==> src/rtl/tx_stream_pkg.sv <==
// Shared types for the TX frame-buffer read streamer: FSM states and the
// byte/end-of-frame entry carried through the output FIFO.
package tx_stream_pkg;

    localparam int DefAddrWidth = 11;

    typedef enum logic [1:0] {
        IDLE   = 2'd0,
        STREAM = 2'd1,
        DRAIN  = 2'd2
    } tx_state_e;

    typedef struct packed {
        logic [7:0] data;
        logic       last;
    } fifo_entry_t;

endpackage

==> src/rtl/tx_byte_fifo.sv <==
// Small synchronous FIFO of byte/last entries with flush and occupancy output.
// Pointers reset asynchronously; the storage array carries data only and is not reset.
module tx_byte_fifo
    import tx_stream_pkg::*;
#(
    parameter int Depth = 4
) (
    input  logic                         clk,
    input  logic                         rst,
    input  logic                         push,
    input  logic                         pop,
    input  logic                         flush,
    input  fifo_entry_t                  pushEntry,
    output fifo_entry_t                  headEntry,
    output logic                         notEmpty,
    output logic [$clog2(Depth+1)-1:0]   occupancy
);

    localparam int PtrW = (Depth > 1) ? $clog2(Depth) : 1;
    localparam int CntW = $clog2(Depth+1);

    fifo_entry_t           storage [Depth];
    logic [PtrW-1:0]       rdPtr;
    logic [PtrW-1:0]       wrPtr;
    logic [CntW-1:0]       count;
    logic                  doPop;

    // Depth need not be a power of two, so wrap explicitly.
    function automatic logic [PtrW-1:0] nextPtr(input logic [PtrW-1:0] p);
        return (p == PtrW'(Depth-1)) ? '0 : p + PtrW'(1);
    endfunction

    assign notEmpty  = (count != '0);
    assign doPop     = pop && notEmpty;
    assign headEntry = storage[rdPtr];
    assign occupancy = count;

    always_ff @(posedge clk or posedge rst) begin
        if (rst) begin
            rdPtr <= '0;
            wrPtr <= '0;
            count <= '0;
        end else if (flush) begin
            rdPtr <= '0;
            wrPtr <= '0;
            count <= '0;
        end else begin
            if (push)  wrPtr <= nextPtr(wrPtr);
            if (doPop) rdPtr <= nextPtr(rdPtr);
            case ({push, doPop})
                2'b10:   count <= count + CntW'(1);
                2'b01:   count <= count - CntW'(1);
                default: count <= count;
            endcase
        end
    end

    always_ff @(posedge clk) begin
        if (push && !flush) storage[wrPtr] <= pushEntry;
    end

endmodule

==> src/rtl/tx_frame_streamer.sv <==
// Read-side controller for the Ethernet TX frame buffer: walks a descriptor's
// byte range through the 1-cycle-latency read port and streams it to the MAC.
module tx_frame_streamer
    import tx_stream_pkg::*;
#(
    parameter int OutDepth  = 4,
    parameter int AddrWidth = DefAddrWidth
) (
    input  logic                 clk,
    input  logic                 rst,
    input  logic                 desc_valid,
    output logic                 desc_ready,
    input  logic [AddrWidth-1:0] desc_addr,
    input  logic [AddrWidth-1:0] desc_len,
    input  logic                 abort,
    output logic                 mem_ena,
    output logic [AddrWidth-1:0] mem_addr,
    input  logic [7:0]           mem_rdata,
    output logic [7:0]           tx_data,
    output logic                 tx_valid,
    output logic                 tx_last,
    input  logic                 tx_ready,
    output logic                 done,
    output logic [AddrWidth-1:0] rel_addr,
    output logic                 busy
);

    localparam int OccW = $clog2(OutDepth+1);

    tx_state_e             state;
    tx_state_e             stateNext;
    logic [AddrWidth-1:0]  curAddr;
    logic [AddrWidth-1:0]  remaining;
    logic [AddrWidth-1:0]  relAddrQ;
    logic                  rdVld_p1;
    logic                  rdLast_p1;
    logic                  doneQ;
    logic                  doneNext;
    logic                  accept;
    logic                  issue;
    logic                  abortActive;
    logic                  popLast;
    logic                  fifoPush;
    logic                  fifoPop;
    logic                  fifoNotEmpty;
    fifo_entry_t           fifoHead;
    fifo_entry_t           fifoIn;
    logic [OccW-1:0]       occ;
    logic [OccW:0]         pending;

    // Credit check uses registered occupancy and the in-flight flag only,
    // keeping tx_ready out of the mem_ena path.
    assign pending     = {1'b0, occ} + {{OccW{1'b0}}, rdVld_p1};
    assign issue       = (state == STREAM) && (pending < (OccW+1)'(OutDepth));
    assign abortActive = abort && (state != IDLE);
    assign popLast     = fifoNotEmpty && tx_ready && fifoHead.last;

    assign fifoIn.data = mem_rdata;
    assign fifoIn.last = rdLast_p1;
    assign fifoPush    = rdVld_p1 && !abortActive;
    assign fifoPop     = fifoNotEmpty && tx_ready && !abortActive;

    tx_byte_fifo #(
        .Depth (OutDepth)
    ) u_fifo (
        .clk       (clk),
        .rst       (rst),
        .push      (fifoPush),
        .pop       (fifoPop),
        .flush     (abortActive),
        .pushEntry (fifoIn),
        .headEntry (fifoHead),
        .notEmpty  (fifoNotEmpty),
        .occupancy (occ)
    );

    always_ff @(posedge clk or posedge rst) begin
        if (rst) state <= IDLE;
        else     state <= stateNext;
    end

    always_comb begin
        stateNext = state;
        doneNext  = 1'b0;
        accept    = 1'b0;
        case (state)
            IDLE: begin
                if (desc_valid) begin
                    accept = 1'b1;
                    if (desc_len == '0) doneNext  = 1'b1;
                    else                stateNext = STREAM;
                end
            end
            STREAM: begin
                if (issue && (remaining == AddrWidth'(1))) stateNext = DRAIN;
            end
            DRAIN: begin
                if (popLast) begin
                    stateNext = IDLE;
                    doneNext  = 1'b1;
                end
            end
            default: stateNext = IDLE;
        endcase
        // Abort beats a simultaneous last-byte handshake: no done.
        if (abortActive) begin
            stateNext = IDLE;
            doneNext  = 1'b0;
        end
    end

    always_ff @(posedge clk or posedge rst) begin
        if (rst) begin
            curAddr   <= '0;
            remaining <= '0;
            relAddrQ  <= '0;
            rdVld_p1  <= 1'b0;
            rdLast_p1 <= 1'b0;
            doneQ     <= 1'b0;
        end else begin
            doneQ     <= doneNext;
            rdVld_p1  <= issue && !abortActive;
            rdLast_p1 <= issue && (remaining == AddrWidth'(1));
            if (accept) begin
                curAddr   <= desc_addr;
                remaining <= desc_len;
                relAddrQ  <= desc_addr + desc_len;
            end else if (issue) begin
                curAddr   <= curAddr + AddrWidth'(1);
                remaining <= remaining - AddrWidth'(1);
            end
        end
    end

    assign desc_ready = (state == IDLE) && !rst;
    assign mem_ena    = issue;
    assign mem_addr   = curAddr;
    assign tx_valid   = fifoNotEmpty;
    assign tx_data    = fifoNotEmpty ? fifoHead.data : 8'h00;
    assign tx_last    = fifoNotEmpty && fifoHead.last;
    assign done       = doneQ;
    assign rel_addr   = relAddrQ;
    assign busy       = (state != IDLE);

endmodule

==> config.mk <==
export PLATFORM = sky130hd
export DESIGN_NAME = tx_frame_streamer
export DESIGN_NICKNAME = d
export VERILOG_FILES = /design/src/rtl/tx_stream_pkg.sv /design/src/rtl/tx_byte_fifo.sv /design/src/rtl/tx_frame_streamer.sv
export SDC_FILE = /design/constraint.sdc
export NUM_CORES = 1
export LEC_CHECK = 0
export BUFFER_PORTS_ARGS = -buffer_cell sky130_fd_sc_hd__buf_2
export CAP_MARGIN = 10
export CORE_ASPECT_RATIO = 1.4
export CORE_MARGIN = 2
export CORE_UTILIZATION = 31
export CTS_CLUSTER_SIZE = 10
export DETAILED_ROUTE_END_ITERATION = 10
export RECOVER_POWER = 25
export SLEW_MARGIN = 20
export SYNTH_ARGS = -nofsm -noshare
export SYNTH_HDL_FRONTEND = slang
export SYNTH_SLANG_ARGS = --single-unit
==> constraint.sdc <==
create_clock -name clk -period 3.3 [get_ports clk]
set_clock_uncertainty 0.15 [all_clocks]
set_input_delay 0.33 -clock clk [delete_from_list [all_inputs] [get_ports clk]]
set_output_delay 0.33 -clock clk [all_outputs]
set_load 0.01 [all_outputs]
==> flow_summary.json <==
{
  "status": "complete, but fails checks",
  "violations": "max-capacitance violations, max-slew violations",
  "cts_setup_buffers": 0,
  "grt_util_met2": 0.240,
  "grt_max_degree": 46,
  "ys_ff_latch": 81,
  "r2r-end": "remaining[5]",
  "ys.flop_type": "dfrtp_1",
  "yosys_warnings": 0,
  "place_hpwl_um": 7220,
  "synth_cells": 363,
  "synth-edff-count": 36,
  "grt_pass1_wl_um": 16200,
  "die_h_um": 140,
  "cts-resized-gates": 0,
  "wl_per_cell_um": 16.5,
  "start_util": 0.318,
  "clk_latency_ns": 0.33,
  "required_ns": 2.82,
  "fin_crit_ns": 2.67,
  "max_clock_freq_mhz": 374,
  "syn-num-nets": 418,
  "fin_nets": 489,
  "cts_root_buf": "clkbuf_16",
  "dr.pass1.iters": 4,
  "clk_pin_slew_ns": 0.06,
  "die_x_um": 101,
  "cts_buffers": 9,
  "syn_area_um2": 4100,
  "cp_max_fo": 10,
  "met3_usage": 0.0250,
  "grt_overflow": 0,
  "end_kind": "output pin",
  "hp-class": "in -> reg",
  "synth-seq-area-share": 0.538,
  "yosysUniqueCellTypes": 45,
  "maxCapViolCount": 1,
  "gr-usage-all-layers": 0.146,
  "die_area_um2": 14200,
  "cts_sinks": 81,
  "n_antenna_cell": 0,
  "place.gp.congestion": 0.822,
  "worst_hold_path.endpoint": "state[1]",
  "final_cell_area_um2": 4930,
  "synthArstFlopShare": 0.556,
  "hold_viol": 0,
  "syn_avg_cell_area_um2": 11.3,
  "port_buffers": 70,
  "syn_to_final_growth_pct": 20.2,
  "met1_usage": 0.188,
  "cts.path.max_buffers": 2,
  "holdBufCountCts": 0,
  "wl_um": 9780,
  "crit_arrival_ns": 2.19,
  "r2r_cells": 6,
  "r2r-start": "state[1]",
  "grt_pass1_vias": 3227,
  "drt_iter0_drc": 90,
  "n_fill_cell": 1306,
  "leakagePower_nw": 2.06,
  "layout-drive-gt1-share": 0.212,
  "ir_worst_vdd_mv": 0.356,
  "dpl_cell_area_um2": 4610,
  "core_area_um2": 12900,
  "whs_path_depth": 2,
  "relSlewSlack": -0.429,
  "critical_path_class": "reg -> out",
  "slew_violations": 46,
  "cp-start-kind": "flip-flop",
  "r2r_slack_ns": 0.74,
  "synth.area.top_cells": "dfrtp_1 27%, edfxtp_1 26%, ha_1 5.5%",
  "cts_tree": "done",
  "antenna_found_initial": 0,
  "row_count": 49,
  "postRouteAntennaNets": 0,
  "synth_top_area_cell": "dfrtp_1",
  "drc": 0,
  "via_count": 3195,
  "htree_num_levels": 3,
  "setup-violations-final": 0,
  "power_density_nw_per_um2": 759,
  "ys_top_cells_by_count": "45 x dfrtp_1, 45 x nand2_1, 36 x edfxtp_1",
  "rsz0062_at_grt": "no",
  "routed_via_density": 5.40,
  "fin_crit_sh": 0.811,
  "setup_tns_ns": 0,
  "synth_top_area_frac": 0.275,
  "busiest_layer": "met2",
  "num_io_pins": 71,
  "tightest_slew_ns": 2.13,
  "hp-start": "abort"
}
cell type report:
| type | count | area (µm²) | area share |
|---|---|---|---|
| clock inverters | 3 | 43.8 | 0.00889 |
| repair buffers | 73 | 362 | 0.0734 |
| flip-flops and latches | 81 | 2210 | 0.448 |
| inverters | 9 | 35.0 | 0.00711 |
| clock buffers | 13 | 282 | 0.0571 |
| multi-input cells | 260 | 1810 | 0.367 |
| well taps | 153 | 191 | 0.0388 |
flip-flops by register name, summed over array words and instances, names as in the netlist:
signal	flops
u_fifo.storage	36
rdVld_p1	1
mem_addr	11
done	1
u_fifo.wrPtr	2
u_fifo.occupancy	3
remaining	11
state	2
u_fifo.rdPtr	2
rdLast_p1	1
rel_addr	11
how the worst max path moves through the flow:
| stage | start | slack, ns | to | depth (start not counted) |
|---|---|---|---|---|
| after floorplan | state[1] | 1.13 | u_fifo.occupancy[2] | 9 |
| after global placement | state[1] | 0.75 | remaining[5] | 6 |
| after detailed placement | u_fifo.occupancy[2] | 0.77 | u_fifo.occupancy[2] | 7 |
| after CTS | state[1] | 0.63 | mem_ena | 4 |
| after global routing | state[1] | 0.45 | mem_ena | 4 |
| final | state[1] | 0.63 | mem_ena | 4 |
metal layers:
layer | up-vias | part of all wire
met5 | - | 0
met4 | 0 | 0.026
li1 | 1508 | -
met1 | 1580 | 0.43
met3 | 13 | 0.053
met2 | 94 | 0.49
cells by family (layout without fill, tap and decap cells):
kind of cell	Yosys count	after routing	synth area share
buffers and inverters	22	98	0.0204
DFF	81	81	0.538
xor gates and xnor gates	11	11	0.0235
and+or+nand+nor	141	141	0.176
AOI/OAI and AO/OA	76	76	0.121
muxes	12	12	0.0568
adders and majority gates	20	20	0.0647
report_power, final:
group / leakage [nW] / total (mW) / switching, mW / internal [mW]
clock network: 0.161 / 1.07 / 0.392 / 0.675
logic: 1.01 / 1.15 / 0.626 / 0.524
registers: 0.887 / 1.52 / 0.240 / 1.28
total: 2.06 / 3.74 / 1.26 / 2.48
worst max-delay path: stages (launching register included):
cell	delay, ns
dfrtp_1	0.43
nor3b_1	0.57
nand2_1	0.39
clkinv_1	0.29
buf_2	0.18
metrics by stage:
| stage | setup WS, ns | util | std cells | power (mW) | hold slack (ns) |
|---|---|---|---|---|---|
| global route | 0.447 | 0.383 | 592 | 4.00 | 0.0582 |
| floorplan | 1.13 | - | 363 | 2.28 | 0.236 |
| finish | 0.625 | 0.383 | 592 | 3.74 | 0.0470 |
| CTS | 0.630 | 0.384 | 592 | 3.79 | 0.0373 |
| detailed placement | 0.765 | 0.358 | 576 | 2.71 | 0.318 |
| global placement | 0.750 | 0.358 | 576 | 2.67 | 0.307 |
cells in the final DEF (no fill, tap or decap), types with 2 or more instances in the layout:
cell type  instances
and2_1            11
nor3b_1            7
buf_4              3
buf_2             61
nor3_1            10
a21o_1             5
nor4_1             5
a221o_1            6
o211ai_1           8
edfxtp_1          36
xor2_1             6
mux2i_1            3
mux4_2             9
clkbuf_1          10
clkbuf_8           2
o21ai_0           21
inv_1              7
clkbuf_16         10
fa_1               2
a31oi_1            3
xnor2_1            5
nand4_1            6
or3_1              5
nor2_1            21
nand3b_1           4
a211oi_1           2
ha_1              18
nand2_1           45
and3_1             9
a21oi_1           18
nand3_1           13
o311ai_0           5
dfrtp_1           45
Power figures use the tool's default switching activity.
